--- src/rtl/fp_pkg.sv ---
// rtl/fp_pkg.sv - shared types, constants and helpers for the sequential FP adder/subtractor
package fp_pkg;

    localparam int FP_EXP_W = 8;
    localparam int FP_MAN_W = 23;
    localparam int FP_W     = 1 + FP_EXP_W + FP_MAN_W;
    localparam int FP_BIAS  = (1 << (FP_EXP_W - 1)) - 1;
    localparam logic [FP_EXP_W-1:0] FP_EXP_ONES = '1;

    typedef enum logic [3:0] {
        ST_IDLE,
        ST_UNPACK,
        ST_SPECIAL,
        ST_ALIGN,
        ST_ADD,
        ST_NORM,
        ST_ROUND,
        ST_PACK,
        ST_DONE
    } fp_state_t;

    typedef struct packed {
        logic invalid;
        logic overflow;
        logic underflow;
        logic inexact;
    } fp_flags_t;

    // Canonical quiet NaN for any format: sign 0, exponent all ones, fraction MSB set.
    function automatic logic [127:0] fp_canon_qnan(input int exp_w, input int man_w);
        logic [127:0] v;
        v = '0;
        for (int i = 0; i < 128; i++) begin
            if ((i >= man_w - 1) && (i < man_w + exp_w)) begin
                v[i] = 1'b1;
            end
        end
        return v;
    endfunction

endpackage

--- src/rtl/fp_round_rne.sv ---
// rtl/fp_round_rne.sv - combinational round-to-nearest-even on a normalised mantissa
module fp_round_rne
    import fp_pkg::*;
#(
    parameter int EXP_W = FP_EXP_W,
    parameter int MAN_W = FP_MAN_W
) (
    input  logic [MAN_W:0] man,
    input  logic [EXP_W:0] exp_in,
    input  logic           g,
    input  logic           r,
    input  logic           s,
    output logic [MAN_W:0] man_out,
    output logic [EXP_W:0] exp_out,
    output logic           inexact
);

    logic             inc;
    logic [MAN_W+1:0] sum;

    // Round up on a guard bit unless it is an exact tie with an even LSB.
    always_comb begin
        inc = g & (r | s | man[0]);
        sum = {1'b0, man} + {{(MAN_W + 1){1'b0}}, inc};
        if (sum[MAN_W+1]) begin
            man_out = sum[MAN_W+1:1];
            exp_out = exp_in + 1'b1;
        end else begin
            man_out = sum[MAN_W:0];
            exp_out = exp_in;
        end
        inexact = g | r | s;
    end

endmodule

--- src/rtl/fp_addsub_seq.sv ---
// rtl/fp_addsub_seq.sv - multi-cycle FP add/sub FSM; FP_ADDSUB_FLAGS_EN enables exception flags
module fp_addsub_seq
    import fp_pkg::*;
#(
    parameter int EXP_W = FP_EXP_W,
    parameter int MAN_W = FP_MAN_W
) (
    input  logic                     clock,
    input  logic                     reset,
    input  logic                     in_valid,
    output logic                     in_ready,
    input  logic [EXP_W+MAN_W:0]     a,
    input  logic [EXP_W+MAN_W:0]     b,
    input  logic                     op,
    output logic                     out_valid,
    input  logic                     out_ready,
    output logic [EXP_W+MAN_W:0]     result,
    output logic [3:0]               flags
);

    localparam int W     = 1 + EXP_W + MAN_W;
    localparam int N     = MAN_W + 4;
    localparam int N1    = MAN_W + 5;
    localparam int CNT_W = $clog2(MAN_W + 4);
    localparam logic [CNT_W-1:0] LAST_SHIFT = CNT_W'(MAN_W + 2);
    localparam logic [EXP_W:0]   EXP_MAX    = {1'b0, {EXP_W{1'b1}}};
    localparam logic [EXP_W:0]   EXP_ONE    = {{EXP_W{1'b0}}, 1'b1};
    localparam logic [127:0]     QNAN_WIDE  = fp_canon_qnan(EXP_W, MAN_W);
    localparam logic [W-1:0]     QNAN       = QNAN_WIDE[W-1:0];

    fp_state_t        state;
    logic [W-1:0]     a_r, b_r;
    logic             sa, sb;
    logic [EXP_W:0]   ea, eb;
    logic [N-1:0]     ma, mb;
    logic [CNT_W-1:0] shift_cnt;
    logic             res_sign;
    logic [EXP_W:0]   res_exp;
    logic [N1-1:0]    mant_sum;
    logic [W-1:0]     result_r;
    logic             out_valid_r;

    logic [EXP_W-1:0] a_exp, b_exp;
    logic [MAN_W-1:0] a_frac, b_frac;
    logic             a_nan, b_nan, a_inf, b_inf, a_zero, b_zero;
    logic             special_nan, norm_underflow, pack_ovf;
    logic [MAN_W:0]   rnd_man;
    logic [EXP_W:0]   rnd_exp;
    logic             rnd_inexact;

    assign in_ready  = (state == ST_IDLE);
    assign out_valid = out_valid_r;
    assign result    = result_r;

    // Right shift by one, folding everything shifted out into the sticky bit.
    function automatic logic [N-1:0] shr_sticky(input logic [N-1:0] m);
        return {1'b0, m[N-1:2], m[1] | m[0]};
    endfunction

    // Operand classification and the conditions that steer the special/underflow/overflow paths.
    always_comb begin
        a_exp          = a_r[W-2:MAN_W];
        b_exp          = b_r[W-2:MAN_W];
        a_frac         = a_r[MAN_W-1:0];
        b_frac         = b_r[MAN_W-1:0];
        a_nan          = (&a_exp) & (|a_frac);
        b_nan          = (&b_exp) & (|b_frac);
        a_inf          = (&a_exp) & ~(|a_frac);
        b_inf          = (&b_exp) & ~(|b_frac);
        a_zero         = ~(|a_exp);
        b_zero         = ~(|b_exp);
        special_nan    = a_nan | b_nan | (a_inf & b_inf & (a_r[W-1] ^ b_r[W-1]));
        norm_underflow = (mant_sum != '0) && !mant_sum[N1-1] && !mant_sum[N1-2]
                         && (res_exp == EXP_ONE);
        pack_ovf       = (res_exp >= EXP_MAX);
    end

    fp_round_rne #(
        .EXP_W (EXP_W),
        .MAN_W (MAN_W)
    ) u_round (
        .man     (mant_sum[MAN_W+3:3]),
        .exp_in  (res_exp),
        .g       (mant_sum[2]),
        .r       (mant_sum[1]),
        .s       (mant_sum[0]),
        .man_out (rnd_man),
        .exp_out (rnd_exp),
        .inexact (rnd_inexact)
    );

    // Main sequencer: one operation at a time from acceptance through to the result handshake.
    always_ff @(posedge clock) begin
        if (reset) begin
            state       <= ST_IDLE;
            out_valid_r <= 1'b0;
            result_r    <= '0;
            a_r         <= '0;
            b_r         <= '0;
            sa          <= 1'b0;
            sb          <= 1'b0;
            ea          <= '0;
            eb          <= '0;
            ma          <= '0;
            mb          <= '0;
            shift_cnt   <= '0;
            res_sign    <= 1'b0;
            res_exp     <= '0;
            mant_sum    <= '0;
        end else begin
            case (state)
                ST_IDLE: begin
                    if (in_valid) begin
                        a_r   <= a;
                        b_r   <= {b[W-1] ^ op, b[W-2:0]};
                        state <= ST_UNPACK;
                    end
                end
                ST_UNPACK: begin
                    sa        <= a_r[W-1];
                    sb        <= b_r[W-1];
                    ea        <= a_zero ? '0 : {1'b0, a_exp};
                    eb        <= b_zero ? '0 : {1'b0, b_exp};
                    ma        <= a_zero ? '0 : {1'b1, a_frac, 3'b000};
                    mb        <= b_zero ? '0 : {1'b1, b_frac, 3'b000};
                    shift_cnt <= '0;
                    state     <= ST_SPECIAL;
                end
                ST_SPECIAL: begin
                    state       <= ST_DONE;
                    out_valid_r <= 1'b1;
                    if (special_nan) begin
                        result_r <= QNAN;
                    end else if (a_inf) begin
                        result_r <= a_r;
                    end else if (b_inf) begin
                        result_r <= b_r;
                    end else if (a_zero && b_zero) begin
                        result_r <= {a_r[W-1] & b_r[W-1], {(W - 1){1'b0}}};
                    end else if (a_zero) begin
                        result_r <= b_r;
                    end else if (b_zero) begin
                        result_r <= a_r;
                    end else begin
                        state       <= ST_ALIGN;
                        out_valid_r <= 1'b0;
                    end
                end
                ST_ALIGN: begin
                    if (ea == eb) begin
                        state <= ST_ADD;
                    end else if (ea < eb) begin
                        ma        <= shr_sticky(ma);
                        ea        <= (shift_cnt == LAST_SHIFT) ? eb : ea + 1'b1;
                        shift_cnt <= shift_cnt + 1'b1;
                    end else begin
                        mb        <= shr_sticky(mb);
                        eb        <= (shift_cnt == LAST_SHIFT) ? ea : eb + 1'b1;
                        shift_cnt <= shift_cnt + 1'b1;
                    end
                end
                ST_ADD: begin
                    res_exp <= ea;
                    if (sa == sb) begin
                        mant_sum <= {1'b0, ma} + {1'b0, mb};
                        res_sign <= sa;
                    end else if (ma >= mb) begin
                        mant_sum <= {1'b0, ma} - {1'b0, mb};
                        res_sign <= sa;
                    end else begin
                        mant_sum <= {1'b0, mb} - {1'b0, ma};
                        res_sign <= sb;
                    end
                    state <= ST_NORM;
                end
                ST_NORM: begin
                    if (mant_sum == '0) begin
                        res_sign <= 1'b0;
                        res_exp  <= '0;
                        state    <= ST_PACK;
                    end else if (mant_sum[N1-1]) begin
                        mant_sum <= {1'b0, mant_sum[N1-1:2], mant_sum[1] | mant_sum[0]};
                        res_exp  <= res_exp + 1'b1;
                        state    <= ST_ROUND;
                    end else if (mant_sum[N1-2]) begin
                        state <= ST_ROUND;
                    end else if (norm_underflow) begin
                        mant_sum <= '0;
                        res_exp  <= '0;
                        state    <= ST_PACK;
                    end else begin
                        mant_sum <= {mant_sum[N1-2:0], 1'b0};
                        res_exp  <= res_exp - 1'b1;
                    end
                end
                ST_ROUND: begin
                    mant_sum <= {1'b0, rnd_man, 3'b000};
                    res_exp  <= rnd_exp;
                    state    <= ST_PACK;
                end
                ST_PACK: begin
                    if (pack_ovf) begin
                        result_r <= {res_sign, {EXP_W{1'b1}}, {MAN_W{1'b0}}};
                    end else begin
                        result_r <= {res_sign, res_exp[EXP_W-1:0], mant_sum[MAN_W+2:3]};
                    end
                    out_valid_r <= 1'b1;
                    state       <= ST_DONE;
                end
                ST_DONE: begin
                    if (out_ready) begin
                        out_valid_r <= 1'b0;
                        state       <= ST_IDLE;
                    end
                end
                default: state <= ST_IDLE;
            endcase
        end
    end

`ifdef FP_ADDSUB_FLAGS_EN
    fp_flags_t flg;

    // Exception flags accumulate alongside the sequencer and are cleared on acceptance.
    always_ff @(posedge clock) begin
        if (reset) begin
            flg <= '0;
        end else begin
            case (state)
                ST_IDLE: begin
                    if (in_valid) begin
                        flg <= '0;
                    end
                end
                ST_SPECIAL: begin
                    if (special_nan) begin
                        flg.invalid <= 1'b1;
                    end
                end
                ST_NORM: begin
                    if (norm_underflow) begin
                        flg.underflow <= 1'b1;
                        flg.inexact   <= 1'b1;
                    end
                end
                ST_ROUND: begin
                    flg.inexact <= flg.inexact | rnd_inexact;
                end
                ST_PACK: begin
                    if (pack_ovf) begin
                        flg.overflow <= 1'b1;
                        flg.inexact  <= 1'b1;
                    end
                end
                default: ;
            endcase
        end
    end

    assign flags = flg;
`else
    logic flags_unused;

    assign flags_unused = rnd_inexact;
    assign flags        = 4'b0;
`endif

endmodule

--- config.mk ---
export PLATFORM = sky130hd
export DESIGN_NAME = fp_addsub_seq
export DESIGN_NICKNAME = d
export VERILOG_FILES = /design/src/rtl/fp_pkg.sv /design/src/rtl/fp_round_rne.sv /design/src/rtl/fp_addsub_seq.sv
export SDC_FILE = /design/constraint.sdc
export NUM_CORES = 1
export LEC_CHECK = 0
export CORE_UTILIZATION = 42
export DETAILED_ROUTE_END_ITERATION = 10
export GPL_ROUTABILITY_DRIVEN = 1
export MAX_ROUTING_LAYER = met4
export SLEW_MARGIN = 10
export SYNTH_ARGS = -nofsm -noshare
export SYNTH_HDL_FRONTEND = slang
export SYNTH_SLANG_ARGS = --single-unit
export TNS_END_PERCENT = 1
--- constraint.sdc ---
create_clock -name clock -period 3.15 [get_ports clock]
set_clock_uncertainty 0.2 [all_clocks]
set_input_delay 0.63 -clock clock [delete_from_list [all_inputs] [get_ports clock]]
set_output_delay 0.63 -clock clock [all_outputs]
set_load 0.005 [all_outputs]
; ---- Word level (Yosys, flattened, before mapping)
; Cells that the tools add are included.
[totals]
ff_bits = 218
latch_bits = 0
ram_bits = 0
romBits = 0
in_bits = 69
output_inout_bits = 38
elab_cells = 172
n_memories = 0
[classes]
add_sub_neg = 9
mul = 0
div = 0
order_cmp = 3
n_eq_ne = 25
shifts = 0
n_mux = 68
bitwise = 20
n_reduce_logical = 31
[ops]
columns = cell, n
row1 = 27-bit two-way mux, 9
row2 = 32-bit two-way mux, 6
row3 = 27-bit case mux with 2 select lines, 2
row4 = 9-bit two-way mux, 11
row5 = 28-bit two-way mux, 3
row6 = 28-bit case mux with 3 select lines, 1
row7 = 32-bit case mux with 2 select lines, 1
row8 = 27-bit by 27-bit subtractor with 28-bit output, 2
row9 = 4-bit two-way mux, 13
row10 = 23-bit OR reduction, 2
row11 = 4-bit case mux with 9 select lines, 1
row12 = 9-bit case mux with 2 select lines, 2
row13 = 31-bit two-way mux, 1
row14 = 27-bit by 27-bit adder with 28-bit output, 1
row15 = 28-bit logical NOT, 1
row16 = 28-bit nonzero test, 1
row17 = "9-bit by 1-bit adder with 9-bit output, second input constant", 3
row18 = 27-bit >= comparator, 1
row19 = 9-bit case mux with 3 select lines, 1
row20 = 24-bit by 1-bit adder with 25-bit output, 1
row21 = 24-bit two-way mux, 1
row22 = "4-bit by 3-bit equality test with 1-bit output, second input constant", 4
row23 = 8-bit two-way mux, 2
row24 = "2-bit != test, second input constant", 8
row25 = other kinds (35), 78

; ---- Depth between registers and ports, before layout
; Gate-level depths: netlist (run 1).
[depth]
ltp_word = 9
depth_mapped = 14
mapped_depth_nobuf = 12

; ---- By module
; A second synthesis (run 1) with hierarchy kept.
[hier_totals]
hier_cells = 2244
area_unflattened_um2 = 16299.4
[modules_own_cells]
columns = module, n_inst, cells_each, area_per_inst_um2, seq_area_each_um2
row1 = fp_addsub_seq, 1, 2110, 15411.0, 4364.2
row2 = fp_round_rne, 1, 134, 888.4, 0.0

; ---- Worst setup path after synthesis (run 1)
; OpenSTA, ideal clock, no wires.
[synth_timing]
path_type = reg-to-reg
start = register ma[9]
end = register mant_sum[24]
setup_ns = 0.130
t_arrival_ns = 2.707
required_time_ns = 2.820
setup_slack_ns = 0.113
path_stages_with_launch = 12
path_buffers = 1
synth_period_minus_slack_ns = 3.037
cell_sequence = dfxtp_1 -> inv_1 -> ha_1 -> buf_2 -> or3_1 -> a2111oi_4 -> o31ai_1 -> a211oi_2 -> a2111oi_0 -> a211oi_2 -> xnor2_1 -> o22ai_1
[synth_between]
elab_chain_cells = 4
elab_cells_between_ends = 7
classes_between = add/sub: 3 / order compare: 1 / mux: 3
[synth_lines]
columns = item, line_no
row1 = "start, declared", fp_addsub_seq.sv:35  ; logic [N-1:0] ma, mb;
row2 = "start signal, assigned", fp_addsub_seq.sv:124  ; ma <= a_zero ? '0 : {1'b1, a_frac, 3'b000};
row3 = "start signal, assigned", fp_addsub_seq.sv:153  ; ma <= shr_sticky(ma);
row4 = "27-bit by 27-bit subtractor with 28-bit output, or another cell as far along", fp_addsub_seq.sv:171  ; mant_sum <= {1'b0, mb} - {1'b0, ma};
row5 = 28-bit two-way mux, fp_addsub_seq.sv:167  ; end else if (ma >= mb) begin
row6 = 28-bit two-way mux *, fp_addsub_seq.sv:164  ; if (sa == sb) begin
row7 = 28-bit case mux with 3 select lines *, fp_addsub_seq.sv:111  ; case (state)
row8 = "end signal, assigned", fp_addsub_seq.sv:165  ; mant_sum <= {1'b0, ma} + {1'b0, mb};
row9 = "end signal, assigned", fp_addsub_seq.sv:168  ; mant_sum <= {1'b0, ma} - {1'b0, mb};
row10 = "end signal, assigned", fp_addsub_seq.sv:171
row11 = "end, declared", fp_addsub_seq.sv:39  ; logic [N1-1:0] mant_sum;
; Every way passes the cells marked *; elsewhere a longest branch is shown, timed or not.
; A chain may end at the register's enable or synchronous reset.

; ---- Worst setup path in the final report (run 1)
[layout_timing]
start = register ma[10]
end = register mant_sum[18]
; The elaborated chain is that of the path after synthesis.

==> flow_summary.toml, run 1 <==
[outcome]
status = "complete, but fails checks"
violations = "negative setup slack"

[global_routing]
overflow = 0
grtUsageTotal = 0.361
grt_max_degree = 118
grt_pass1_wl_um = 107000
antenna_found_initial = 0
grt_pass1_vias = 17867

[timing]
rsz0062_at_grt = "yes"
fmax_mhz = 306
setup_viol = 18
slew_headroom = 0.0914
finalHoldViolations = 0
fin_crit_ps = 3270
layout_setup_ws_ps = -123
timing.final.crit_share = 1.04
worst_slew_pin_slew_ps = 1360
setup_tns_ps = -1240
slew_violations = 0

[clocking]
cts_sinks = 218
numCtsBuffers = 25
htreeDepth = 1
cts_tree = "built"
worst_skew_pair.late_latency_ps = 560
cts-root-buf = "clkbuf_16"
clk_pin_slew_ps = 70
clk_path_buf_depth = 3

[route]
drcViolationCount = 0
drt-initial-drc-count = 2137
first_pass_iters = 6
via_per_inst = 6.08
ant_nets = 0
num_vias = 19096
wl_per_cell_um = 22.4
routed_wl_um = 70300

[die]
row_count = 71
start_util = 0.430
die-area_um2 = 39600
die_height_um = 199
boundaryPins = 107
core_um2 = 37900
die_x_um = 199

[layout]
fillers = 3557
drive_gt1_frac = 0.240
fin_nets = 2789
antennaDiodeCount = 0
synthToLayoutAreaGrowth_pct = 37.3

[synth]
ys.flop_type = "dfxtp_1"
syn_avg_cell_area_um2 = 7.32
syn-cell-area_um2 = 16300
async_flop_share = 0
ys_seq_area_frac = 0.268
synth-edff-count = 0
synth_top_area_share = 0.268
synth_cell_types = 96
ys_warn_count = 0
synth.area.top_cells = "dfxtp_1 (27%), ha_1 (7.7%), a21oi_1 (7.1%)"
ys_ff_latch = 218
syn_inst = 2229
synth.largest_area_cell = "dfxtp_1"

[power]
power.total_w = 0.0250
ir_drop_v = 0.000765
p_leak_nw = 8.88
cellPowerDensity_nw_per_um2 = 1110

[worst_hold_path]
hold_class = "input pin to flip-flop"

[placed_design]
dp_hpwl_um = 53400
dpl_worst_slack_ps = -938
finalWeightedCongestion = 1.08
io_buffers = 102

[critical_path]
crit_family = "compound AO/OA/AOI/OAI gates"
cp_max_fo = 5
crit_path_end_kind = "flip-flop"
critPathBufInv = 4
criticalPathCategory = "flip-flop to flip-flop"
slowest_delay_ps = 370
arrival_ps = 3490
required_ps = 3360
crit_slowest_cell = "a311o_1"
crit_top_cell = "buf_4"
start_kind = "flip-flop"
worstPathCellList = "inv_1, ha_4, buf_4, buf_4, nand4_1, buf_4, a311o_1, and2_1, a21oi_2, nor2_1, o31a_1, xnor2_2, o22ai_1"

[flow_run]
cap_violations = 0
-- through the flow --
step,cell area (um^2),util,hold slack (ps),cells
after floorplan,16300,-,258,2232
after global routing,22400,0.590,213,3141
final,22400,0.590,201,3141
after detailed placement,20500,0.540,269,3080
after global placement,20500,0.540,260,3080
after CTS,22000,0.580,197,3133
-- final timing paths --
check | cells past startpoint | slack (ps) | from | to
setup / recovery | 13 | -120 | ma[10]$_SDFFE_PP0P_ | mant_sum[18]$_SDFFE_PP0P_
setup reg to reg | 13 | -120 | ma[10]$_SDFFE_PP0P_ | mant_sum[18]$_SDFFE_PP0P_
hold / removal | 2 | 200 | reset | mb[2]$_SDFFE_PP0P_
hold reg to reg | 2 | 280 | out_valid$_SDFFE_PP0P_ | out_valid$_SDFFE_PP0P_
-- routing by layer --
layer | wire [um] | GRT usage
met1 | 30900 | 0.498
met2 | 30400 | 0.532
met4 | 2360 | 0.121
met3 | 6520 | 0.0578
met5 | 0 | -
-- registers in the layout (all words and copies together), names as in the netlist --
signal     flops
a_r           32
b_r           32
ea             9
eb             9
ma            27
mant_sum      28
mb            27
out_valid      1
res_exp        9
res_sign       1
result        32
sa             1
sb             1
shift_cnt      5
state          4
-- layout by cell type, fill, tap and decap left out, types with 8 or more instances in the layout --
master,n
nor2_1,217
ha_4,22
a21o_1,22
dfxtp_2,22
a21oi_1,220
ha_1,78
o22ai_1,9
mux2i_1,20
xor2_1,20
buf_4,405
buf_12,11
o31ai_1,11
o21ai_0,109
a221o_1,33
nor3_1,87
a211oi_1,87
xnor2_1,31
nor4_1,29
nand2b_1,17
nand3_1,66
a311oi_1,8
a22oi_1,46
nand4_1,31
o21bai_1,14
a221oi_1,15
a21oi_2,8
and2_1,21
clkdlybuf4s50_1,101
o21ai_1,8
and3_1,17
nand2_1,252
clkbuf_16,25
inv_1,93
dfxtp_1,196
nor2b_1,15
or3_1,8
o211ai_1,9
buf_6,9
o21a_1,13
-- layout make-up --
cell class                 count  area (um^2)  share of cell area
clock buffer                  31          678              0.0303
timing repair buffer         526         4370               0.195
sequential                   218         4390               0.196
multi-input combinational   1744        11800               0.527
tap                          511          639              0.0286
clock inverter                10          118             0.00525
inverter                     101          379              0.0169
-- kinds of logic after synthesis --
family | after synthesis | share of synthesized area
AND/OR/NAND/NOR | 822 | 0.237
AO/OA/AOI/OAI | 733 | 0.302
buffers and inverters | 271 | 0.0663
flip-flops | 218 | 0.268
adder cells (fa/ha/maj) | 104 | 0.0812
XOR/XNOR | 57 | 0.0306
multiplexers | 23 | 0.0142
other | 1 | 0.000230
-- synthesized netlist by cell type (10+ instances only) --
master and instances:
nand2_1 255, a21oi_1 230, nor2_1 221, dfxtp_1 218
clkbuf_1 127, o21ai_0 114, ha_1 101, inv_1 99
nor3_1 91, a211oi_1 89, nand3_1 67, a22oi_1 48
xnor2_1 35, a221o_1 33, buf_2 33, nand4_1 31
nor4_1 31, a21o_1 22, and2_1 22, mux2i_1 22
xor2_1 22, and3_1 17, nand2b_1 17, nor2b_1 17
o31ai_1 17, o21bai_1 16, a221oi_1 15, o21a_1 13
a311oi_1 11, or3_1 10
-- what timing repair did --
action                     in CTS  in global routing
gates cloned                    1                  0
pin swaps                      40                 50
setup endpoints to repair      27                 52
hold buffers                    0                  0
resized for setup             112                 67
buffers inserted               11                  9
-- power by group --
part / leakage, nW / total, W / internal (W) / switching, W
registers: 1.78 / 0.00387 / 0.00329 / 0.000583
logic: 6.71 / 0.0181 / 0.00785 / 0.0103
clock network: 0.391 / 0.00296 / 0.00169 / 0.00128
No activity file was read; power rests on OpenSTA's default activity.
==> run 2, diff against run 1 <==
- ABC_AREA: default -> 1
==> run 2 against run 1 <==
Compared with the run above:
- the flow now finishes without violations
- clock-buffer cell count increased by 8
- first-iteration DRC count increased by 10%
- non-clock buffer count decreased by 318
- routed wire length increased by 14%
- critical path depth decreased by 9
- via count increased by 13%
- final area decreased by 3.3%
- combinational power decreased by 6%
- maximum frequency increased by 6.5%
- synthesized cell count increased by 45%
- largest cell class unchanged
==> flow_summary.toml, run 2 <==
[outcome]
status = "finished, final reports clean"

[synth]
synth_common_cells = "nand2_1 (870), inv_1 (444), nand3_1 (287), a21oi_1 (284), o21ai_0 (278)"
syn-cell-area_um2 = 18800
ys_warn_count = 0
synth_most_common_cell = "nand2_1"
synth_cell_types = 52
synth.area.top_cells = "dfxtp_1 (23%), nand2_1 (17%), inv_1 (8.9%)"
synth-edff-count = 0
syn_avg_cell_area_um2 = 5.83
ys_ff_latch = 218
ys_seq_area_frac = 0.232
async_flop_share = 0
syn_inst = 3230
ys.flop_type = "dfxtp_1"
synth.largest_area_cell = "dfxtp_1"
synth_top_area_share = 0.232

[clocking]
cts_sinks = 218
post_cts_buffers = 0
cts_tree = "built"
clk_path_buf_depth = 3
htreeDepth = 1
worst_skew_pair.late_latency_ps = 580
clk_pin_slew_ps = 60
numCtsBuffers = 28
cts-root-buf = "clkbuf_16"

[flow_run]
cap_violations = 0

[timing]
slew_violations = 0
setup_viol = 0
fmax_mhz = 325
layout_setup_ws_ps = 76.7
slew_headroom = 0.479
timing.hold.ws_ps = 279
setup_tns_ps = 0
finalHoldViolations = 0
rsz0062_at_grt = "no"
fin_crit_ps = 3070
timing.final.crit_share = 0.976
worst_slew_pin_slew_ps = 780

[layout]
multi_input_area_um2 = 11900
final_common_cell = "nand2_1"
fillers = 4790
most-common-layout-cells = "nand2_1 (869), inv_1 (443), nand3_1 (287)"
register_area_um2 = 4370
drive_gt1_frac = 0.0707
synthToLayoutAreaGrowth_pct = 14.9
fin_nets = 3478

[critical_path]
slowest_delay_ps = 590
arrival_ps = 2240
worstPathCellList = "nor2_1, inv_1, nor2_1, clkdlybuf4s50_1"
criticalPathCategory = "flip-flop to primary output"
crit_slowest_cell = "clkdlybuf4s50_1"
cp_max_fo = 6
required_ps = 2320
crit_top_cell = "nor2_1"
start_kind = "flip-flop"
crit_path_end_kind = "primary output"

[route]
via_per_inst = 5.49
drcViolationCount = 0
wl_per_cell_um = 20.4
drt-initial-drc-count = 2355
ant_nets = 0
num_vias = 21504
routed_wl_um = 79900
first_pass_iters = 8

[die]
die_x_um = 214
boundaryPins = 107
die-area_um2 = 45700
row_count = 77
start_util = 0.426
die_height_um = 214
core_um2 = 44200

[power]
ir_drop_v = 0.000804
switching_share = 0.558
p_leak_nw = 10.2
power.total_w = 0.0246
intPower_w = 0.0109
seq_power_share = 0.172
clkPwrFrac = 0.138
cellPowerDensity_nw_per_um2 = 1140
combPwrFrac = 0.690
p_sw_w = 0.0137

[global_routing]
grtUsageTotal = 0.357
grt_pass1_vias = 19719
overflow = 0
antenna_found_initial = 1
grt_max_degree = 67
grt_pass1_wl_um = 119000

[placed_design]
dp_hpwl_um = 64600
finalWeightedCongestion = 1.00
io_buffers = 102
dpl_worst_slack_ps = 228

[worst_hold_path]
hold_class = "flip-flop to flip-flop"
-- run 2: layer usage --
metal,vias up,track usage,part of all wire
li1,10499,-,-
met1,9931,0.499,0.46
met2,939,0.533,0.43
met3,135,0.0420,0.079
met4,0,0.112,0.033
met5,-,-,0
-- run 2: timing repair --
item | 4_1_cts | 5_1_grt
endpoints found under the setup margin | 0 | 3
hold buffers | 0 | 0
gates resized for setup | 0 | 3
-- run 2: power groups by stage --
stage | combinational, W | clock [W] | sequential, W
after floorplan | 0.0110 | 0 | 0.00402
after global placement | 0.0166 | 0 | 0.00421
after detailed placement | 0.0166 | 0 | 0.00425
after CTS | 0.0167 | 0.00344 | 0.00420
after global routing | 0.0186 | 0.00355 | 0.00430
final | 0.0170 | 0.00339 | 0.00422
-- run 2: cell families (layout without fill, tap and decap cells) --
| group | after synthesis | in the layout | synth area share |
|---|---|---|---|
| simple gates | 1562 | 1562 | 0.351 |
| buf+inv | 646 | 738 | 0.140 |
| compound gates | 640 | 640 | 0.179 |
| flops | 218 | 218 | 0.232 |
| fa+ha+maj | 104 | 104 | 0.0703 |
| xor+xnor | 59 | 59 | 0.0275 |
| other cells | 1 | 5 | 0.000199 |
-- run 2: final cells by class --
type | instances | area share
diodes | 1 | 0.000116
clock buffers | 39 | 0.0390
clock inverters | 11 | 0.00555
inverters | 480 | 0.0834
multi-input cells | 2369 | 0.548
flip-flops and latches | 218 | 0.202
well taps | 592 | 0.0342
repair buffers | 208 | 0.0878
-- run 2: per-stage QoR --
stage | instances | cell area, um^2 | utilization
6_report | 3918 | 21600 | 0.489
4_1_cts | 3917 | 21600 | 0.489
5_1_grt | 3918 | 21600 | 0.489
2_1_floorplan | 3233 | 18800 | -
3_3_place_gp | 3867 | 20700 | 0.467
3_5_place_dp | 3867 | 20700 | 0.467
-- run 2: final timing paths --
path | to | startpoint | cells past startpoint | slack [ps]
worst min register to register | a_r[13]$_SDFFE_PP0P_ | a_r[13]$_SDFFE_PP0P_ | 2 | 280
worst max register to register | mant_sum[27]$_SDFFE_PP0P_ | ma[16]$_SDFFE_PP0P_ | 13 | 160
worst min-delay path | a_r[13]$_SDFFE_PP0P_ | a_r[13]$_SDFFE_PP0P_ | 2 | 280
worst max-delay path | in_ready | state[0]$_SDFFE_PP0P_ | 4 | 80
-- run 2: critical path: cells and delay by family, from the launching register on --
kind,cells,cell delay [ps]
simple gates,2,600
buf+inv,2,700
flops,1,370
